**config.mk**
```make
export PLATFORM = sky130hd
export DESIGN_NAME = reg_file
export DESIGN_NICKNAME = d
export VERILOG_FILES = /design/src/rtl/reg_file_pkg.sv /design/src/rtl/reg_file_cell.sv /design/src/rtl/reg_file.sv
export SDC_FILE = /design/constraint.sdc
export NUM_CORES = 1
export LEC_CHECK = 0
export ABC_CLOCK_PERIOD_IN_PS = 3220
export BUFFER_PORTS_ARGS = -buffer_cell sky130_fd_sc_hd__buf_2
export CAP_MARGIN = 20
export CELL_PAD_IN_SITES_DETAIL_PLACEMENT = 0
export CELL_PAD_IN_SITES_GLOBAL_PLACEMENT = 1
export CORE_AREA = 2 2 95 97
export CTS_CLUSTER_DIAMETER = 120
export DETAILED_ROUTE_END_ITERATION = 6
export DIE_AREA = 0 0 97 99
export PLACE_DENSITY = 0.87
export SKIP_LAST_GASP = 1
export SLEW_MARGIN = 20
export SYNTH_ARGS = -nofsm -noshare
export SYNTH_HDL_FRONTEND = slang
export SYNTH_SLANG_ARGS = --single-unit
export TNS_END_PERCENT = 5
```
**constraint.sdc**
```tcl
create_clock -name clk -period 3.22 [get_ports clk]
set_input_delay 0.322 -clock clk [delete_from_list [all_inputs] [get_ports clk]]
set_output_delay 0.322 -clock clk [all_outputs]
set_load 0.03 [all_outputs]
```
**src/rtl/reg_file_pkg.sv**
```systemverilog
// Shared sizing constants and helpers for the register file and its storage cells.
package reg_file_pkg;

   localparam int DEFAULT_WIDTH = 8;
   localparam int DEFAULT_DEPTH = 8;

   function automatic int addr_width(input int depth);
      return (depth > 1) ? $clog2(depth) : 1;
   endfunction

endpackage

```
**src/rtl/reg_file_cell.sv**
```systemverilog
// Single storage register with clock enable; the whole file is built from these.
module reg_file_cell #(
   parameter int WIDTH = 8
) (
   input  logic             clk,
   input  logic             reset,
   input  logic             ce,
   input  logic [WIDTH-1:0] in,
   output logic [WIDTH-1:0] out
);

   always_ff @(posedge clk or posedge reset) begin
      if (reset) begin
         out <= '0;
      end else if (ce) begin
         out <= in;
      end
   end

endmodule

```
**src/rtl/reg_file.sv**
```systemverilog
// Two-read, one-write register file with optional zero register, write bypass
// and a per-register pending (result in flight) scoreboard.
module reg_file
   import reg_file_pkg::*;
#(
   parameter int WIDTH    = DEFAULT_WIDTH,
   parameter int DEPTH    = DEFAULT_DEPTH,
   parameter bit ZERO_REG = 1'b1,
   parameter bit BYPASS   = 1'b1,
   localparam int AW      = addr_width(DEPTH)
) (
   input  logic             clk,
   input  logic             rst_n,
   input  logic             we,
   input  logic [AW-1:0]    waddr,
   input  logic [WIDTH-1:0] wdata,
   input  logic [AW-1:0]    ra_addr,
   input  logic [AW-1:0]    rb_addr,
   output logic [WIDTH-1:0] ra_data,
   output logic [WIDTH-1:0] rb_data,
   input  logic             issue,
   input  logic [AW-1:0]    issue_addr,
   output logic             busy_a,
   output logic             busy_b,
   output logic [AW:0]      pend_cnt
);

   logic [WIDTH-1:0] q [DEPTH];
   logic [DEPTH-1:0] ce;
   logic             cell_reset;
   logic             fwd_en;
   logic             ra_hit;
   logic             rb_hit;
   logic             issue_ok;
   logic [DEPTH-1:0] pending;
   logic [DEPTH-1:0] pending_next;
   logic [AW:0]      cnt_next;

   assign cell_reset = ~rst_n;

   generate
      for (genvar i = 0; i < DEPTH; i++) begin : g_reg
         assign ce[i] = we && (waddr == AW'(i)) && !(ZERO_REG && (i == 0));

         reg_file_cell #(
            .WIDTH (WIDTH)
         ) u_cell (
            .clk   (clk),
            .reset (cell_reset),
            .ce    (ce[i]),
            .in    (wdata),
            .out   (q[i])
         );
      end
   endgenerate

   // Forwarding is suppressed while reset is held so outputs show the cleared state.
   assign fwd_en = BYPASS && we && rst_n;
   assign ra_hit = fwd_en && (waddr == ra_addr);
   assign rb_hit = fwd_en && (waddr == rb_addr);

   assign ra_data = (ZERO_REG && (ra_addr == '0)) ? '0 : (ra_hit ? wdata : q[ra_addr]);
   assign rb_data = (ZERO_REG && (rb_addr == '0)) ? '0 : (rb_hit ? wdata : q[rb_addr]);

   assign busy_a = pending[ra_addr] && !ra_hit;
   assign busy_b = pending[rb_addr] && !rb_hit;

   assign issue_ok = issue && !(ZERO_REG && (issue_addr == '0));

   // Clear on write first so a same-cycle issue to that register wins.
   always_comb begin
      pending_next = pending;
      if (we) begin
         pending_next[waddr] = 1'b0;
      end
      if (issue_ok) begin
         pending_next[issue_addr] = 1'b1;
      end
      cnt_next = '0;
      for (int i = 0; i < DEPTH; i++) begin
         cnt_next = cnt_next + (AW+1)'(pending_next[i]);
      end
   end

   always_ff @(posedge clk or negedge rst_n) begin
      if (!rst_n) begin
         pending  <= '0;
         pend_cnt <= '0;
      end else begin
         pending  <= pending_next;
         pend_cnt <= cnt_next;
      end
   end

endmodule

```
* After elaboration in Yosys (flattened, before gate mapping)
Index checks and enable logic that the tools add are counted.
** Storage, ports and cells
- Register bits :: 68
- Bits of input ports :: 24
- Logic and storage cells :: 79
** Cells by class
- $add $sub $neg :: 7
- Magnitude comparators :: 8
- Eq/ne operators :: 9
- Multiplexer cells :: 20
- Bitwise operators :: 5
- Reduce and logical (&&, ||, !) cells :: 21
** Operators with widths (count)
- $mux 8 :: 10
- $bmux 8 s3 :: 2
- $add 4x1->4 :: 5
- $lt 3x4->1 const B :: 4
- $logic_and 1x1->1 :: 15
- $eq 3x3->1 const B :: 4
- $logic_not 3->1 :: 3
- $and 8x8->8 :: 1
- $ge 4x4->1 const B :: 2
- $not 3->4 :: 2
- $not 8->8 :: 1
- $or 8x8->8 :: 1
- $bmux 1 s3 :: 2
- $demux 1 s3 :: 2
- $eq 3x2->1 const B :: 2
- $eq 3x3->1 :: 2
- $ge 3x1->1 const B :: 2
- $mux 1 :: 4
- $add 2x1->3 :: 1
- $eq 3x1->1 const B :: 1
- $logic_not 1->1 :: 3
- $add 1x1->2 :: 1

* Logic depth before layout (Yosys ltp)
- Depth after elaboration :: 16
- Mapped depth :: 12
- Depth with buffers taken out :: 11

* Modules after synthesis
Synthesis repeated with hierarchy kept, for this count alone.
** Unflattened totals
- Cell total of the unflattened synthesis :: 324
- Area total of the unflattened synthesis :: 4748.3 um^2
** Modules (own cells, without submodules)
- reg_file_cell :: times used 8, cells an instance 18, area an instance 335.3 um^2
- reg_file :: times used 1, cells an instance 180, area an instance 2065.7 um^2

* Least setup slack after synthesis
Ideal clock, no wire load.
- Path type :: input-to-reg
- Start point :: input waddr[2]
- End point :: register pend_cnt[1]
- Data arrival time :: 3.120 ns
- Data required time :: 3.084 ns
- Slack :: -0.036 ns
- Stages :: 11
- Cells stage by stage :: buf_6 > inv_1 > nand2_1 > nor3b_2 > o22ai_1 > fa_1 > inv_1 > fa_1 > fa_1 > inv_1 > fa_1
** Between the ends
- Elaborated cells on any way between the ends :: 17
- Classes of those cells :: add/sub: 7; order compare: 2; mux: 4; bitwise: 3; reduce/logical: 1
** RTL lines
- from (decl) :: line reg_file.sv:15 : input logic [AW-1:0] waddr,
- $lt 3x4->1 (not written as such) or $ge 3x1->1 (tied branches) :: line reg_file.sv:74 : pending_next[waddr] = 1'b0;
- $logic_and 1x1->1 (not written as such) :: line reg_file.sv:74
- $mux 1 (not written as such) :: line reg_file.sv:74
- $demux 1 s3 (*) :: line reg_file.sv:74
- $not 8->8 (no source line) (*)
- $and 8x8->8 (no source line) (*)
- $mux 8 (*) :: line reg_file.sv:73 : if (we) begin
- $or 8x8->8 (no source line)
- $mux 8 (*) :: line reg_file.sv:76 : if (issue_ok) begin
- net pending_next[2] :: line reg_file.sv:36 : logic [DEPTH-1:0] pending_next;
- $add 2x1->3 (*) :: line reg_file.sv:81 : cnt_next = cnt_next + (AW+1)'(pending_next[i]);
- $add 4x1->4 (*) (5 in series) :: line reg_file.sv:81
- net cnt_next[1] :: line reg_file.sv:37 : logic [AW:0] cnt_next;
- to (signal assigned) :: line reg_file.sv:91 : pend_cnt <= cnt_next;
- to (decl) :: line reg_file.sv:25 : output logic [AW:0] pend_cnt
The timed path passes the listed nets; every way through them passes the cells marked *.
A chain may end at the register's enable or synchronous reset.

* Worst setup path after layout
- Start point :: input rst_n
- End point :: output rb_data[7]
** Between the ends
- Word-level cells in the longest chain between the ends :: 4
** Ends and longest elaborated chain
- from (decl) :: line reg_file.sv:13 : input logic rst_n,
- $logic_and 1x1->1 :: line reg_file.sv:58 : assign fwd_en = BYPASS && we && rst_n;
- $logic_and 1x1->1 :: line reg_file.sv:60 : assign rb_hit = fwd_en && (waddr == rb_addr);
- $mux 8 (2 in series) :: line reg_file.sv:63 : assign rb_data = (ZERO_REG && (rb_addr == '0)) ? '0 : (rb_hit ? wdata : q[rb_addr]);
- to (decl) :: line reg_file.sv:20 : output logic [WIDTH-1:0] rb_data,
No other way between the ends.

==> flow_summary.json <==
{
  "regToRegStartpoint": "pending[3]",
  "core_mm2": 0.00855,
  "p_total_mw": 2.86,
  "cts_buffers": 9,
  "p_sw_uw": 956,
  "netlist_area_mm2": 0.00404,
  "finalSetupViolations": 0,
  "seq_power_share_pct": 41.4,
  "syn2layout_area_growth_pct": 14.3,
  "crit_type": "input pin to primary output",
  "ys_ff_latch": 68,
  "grt_usage_pct": 23.0,
  "ys_types": 43,
  "path_clk_slew_ps": 80,
  "antennaDiodeCount": 0,
  "ir_worst_vdd_mv": 0.295,
  "cts.path.max_buffers": 2,
  "async_reset_ff_share_pct": 100,
  "rsz0062_at_grt": "no",
  "fin_setup_tns_ps": 0,
  "route.detailed.drc": 0,
  "swShare_pct": 33.5,
  "port_buffers": 45,
  "grt_pass1_wl_mm": 17.1,
  "synthesis.nets": 364,
  "wl_mm": 10.6,
  "die_h_um": 99,
  "synthCells": 333,
  "avgViaCountPerCell": 6.18,
  "syn_avg_cell_area_um2": 12.1,
  "whs_ps": 242,
  "hold_end": "pending[4]",
  "grt_max_degree": 61,
  "dr.pass1.iters": 5,
  "seq_area_mm2": 0.00170,
  "via_count": 3064,
  "fillers": 736,
  "powerDensity_mw_per_mm2": 619,
  "leakage_nw": 2.04,
  "fin_crit_sh_pct": 92.6,
  "dieArea_mm2": 0.00960,
  "seq_area_frac_synth_pct": 42.1,
  "critical_path.max_fanout": 16,
  "start_kind": "input pin",
  "yosys.area_share.simple_pct": 6.91,
  "cp.required_ps": 2900,
  "min_delay_path_depth": 2,
  "synth_mux_area_share_pct": 31.2,
  "ys.flop_type": "dfrtp_1",
  "drt_iter0_drc": 236,
  "max_cap_viol_count": 0,
  "ant_nets": 0,
  "synth_top_family_by_area": "multiplexers",
  "dieWidth_um": 97,
  "worst_setup_path_end_kind": "primary output",
  "clock_power_share_pct": 27.3,
  "clock_sinks": 68,
  "timing.fmax_ghz": 0.336,
  "cts_tree": "built",
  "synth_xor_xnor_area_share_pct": 1.52,
  "clk_latency_ps": 340,
  "wl_per_cell_um": 21.3,
  "worstPathCellList": "dlygate4sd3_1 > buf_2 > nand2_1 > or4_1 > o21ai_0 > a21oi_1 > buf_2",
  "yosys_warnings": 0,
  "drive_gt1_share_pct": 39.2,
  "rrSetupSlack_ps": 530,
  "clock_skew_ps": 7.93,
  "p_int_mw": 1.90,
  "initial_utilization_pct": 47.2,
  "first_global_vias": 3189,
  "cts-root-buf": "clkbuf_8",
  "overflow": 0,
  "synth-adder-area-share_pct": 2.91,
  "hp-class": "input pin to flop",
  "fin_nets": 414,
  "rows": 34,
  "antenna_found_initial": 0,
  "num_io_pins": 46,
  "cp_slowest_cell": "or4_1",
  "gp_congestion": 0.867,
  "yosysTopAreaCell": "dfrtp_1",
  "drv_slew": 0,
  "reg2regPathDepth": 8,
  "crit_top_cell": "buf_2",
  "period_needed_ps": 2980,
  "h-tree-depth": 3,
  "slew-limit-headroom_pct": 47.9,
  "synth_edf_count": 0,
  "hold_start": "issue_addr[0]",
  "cp.arrival_ps": 2660,
  "synth_compound_area_share_pct": 11.0,
  "critical_path.max_stage_delay_ps": 800,
  "hpwlAfterDp_mm": 6.99,
  "synth.top_cell.area_share_pct": 42.1,
  "fin_ws_ps": 240,
  "status": "completed",
  "multi_input_area_mm2": 0.00217,
  "worst_pin_slew_ps": 782,
  "synth.top_cells.by_area": "dfrtp_1, mux2_2, mux4_2, mux2i_1, o22ai_1",
  "r2r-end": "pend_cnt[1]",
  "hold_viol": 0,
  "pre_cts_ws_ps": 135,
  "combPwrFrac_pct": 31.4
}
-- stage by stage --
step                      cell area (um2)  cells  utilization [%]
after floorplan                      4050    333                -
after global placement               4390    479             51.3
after detailed placement             4390    479             51.3
after CTS                            4610    496             54.0
after global routing                 4610    496             54.0
final                                4610    496             54.0
-- registers in the layout, indices dropped and copies added (netlist names) --
register and cells:
g.u_cell.out 56, pending 8, pend_cnt 4
-- cell usage after synthesis (2+ instances only) --
master	count
dfrtp_1	68
mux2_2	62
mux2i_1	24
nand2_1	19
a21oi_1	16
o22ai_1	15
inv_1	14
mux4_2	12
buf_2	11
o21ai_0	11
o2bb2ai_1	8
a221oi_1	6
nand2b_1	6
clkbuf_1	5
a31oi_1	4
buf_6	4
fa_1	4
xor2_1	4
ha_1	3
nand4_1	3
nor3b_1	3
xnor2_1	3
mux4_1	2
nand3_1	2
nand4b_1	2
nor2_1	2
nor3b_2	2
o21a_1	2
o32ai_1	2
-- worst max-delay path, delay by kind of cell --
family,cells,cell delay (ps)
AOI/OAI and AO/OA,2,380
and+or+nand+nor,2,920
buffers and inverters,3,1020
-- how the worst max path moves through the flow --
stage	start	end	slack, ps	cells after the start
final	rst_n	rb_data[7]	240	7
after global placement	waddr[2]	pend_cnt[1]	190	11
after detailed placement	waddr[2]	pend_cnt[1]	140	11
after CTS	rst_n	rb_data[7]	240	7
after floorplan	waddr[2]	pend_cnt[1]	70	11
after global routing	rst_n	rb_data[7]	30	7
-- per-layer routing --
layer | up-vias | track usage, % | routed length (um)
li1 | 1357 | - | -
met1 | 1565 | 30.6 | 4580
met2 | 117 | 37.4 | 5100
met3 | 25 | 4.40 | 617
met4 | 0 | 9.32 | 265
met5 | - | 0 | 0
-- power groups by stage --
stage / Combinational, mW / Sequential (mW) / Clock [mW]
after CTS: 0.899 / 1.18 / 0.797
after global placement: 0.866 / 1.19 / 0
after floorplan: 0.636 / 1.19 / 0
after detailed placement: 0.894 / 1.20 / 0
after global routing: 0.977 / 1.21 / 0.833
final: 0.896 / 1.18 / 0.779
-- cell type report --
| class | instances | share of cell area, % |
|---|---|---|
| multi-input cells | 230 | 47.0 |
| flip-flops and latches | 68 | 36.9 |
| repair buffers | 60 | 7.38 |
| well taps | 108 | 2.93 |
| clock buffers | 11 | 2.85 |
| clock inverters | 5 | 1.84 |
| inverters | 14 | 1.14 |
-- placed cells by master, fill, tap and decap left out, types with 6 or more instances in the layout --
cell,synthesis,layout
dfrtp_1,68,68
mux2_2,62,62
buf_2,11,45
mux2i_1,24,24
nand2_1,19,19
a21oi_1,16,16
o22ai_1,15,15
inv_1,14,14
buf_4,0,14
mux4_2,12,12
o21ai_0,11,11
clkbuf_8,0,9
o2bb2ai_1,8,8
nand2b_1,6,6
a221oi_1,6,6
-- repair_timing --
action / in CTS / in global routing
endpoints found under the hold margin: 8 / 0
resized for setup: 0 / 0
hold buffers: 1 / 0
buffers inserted: 0 / 0
-- cells by family after synthesis --
kind of cell,count (synthesis)
multiplexers,100
AO/OA/AOI/OAI,68
flip-flops,68
AND/OR/NAND/NOR,48
XOR/XNOR,7
adder cells (fa/ha/maj),7
buffers and inverters,35
(Power assumes the default switching activity.)
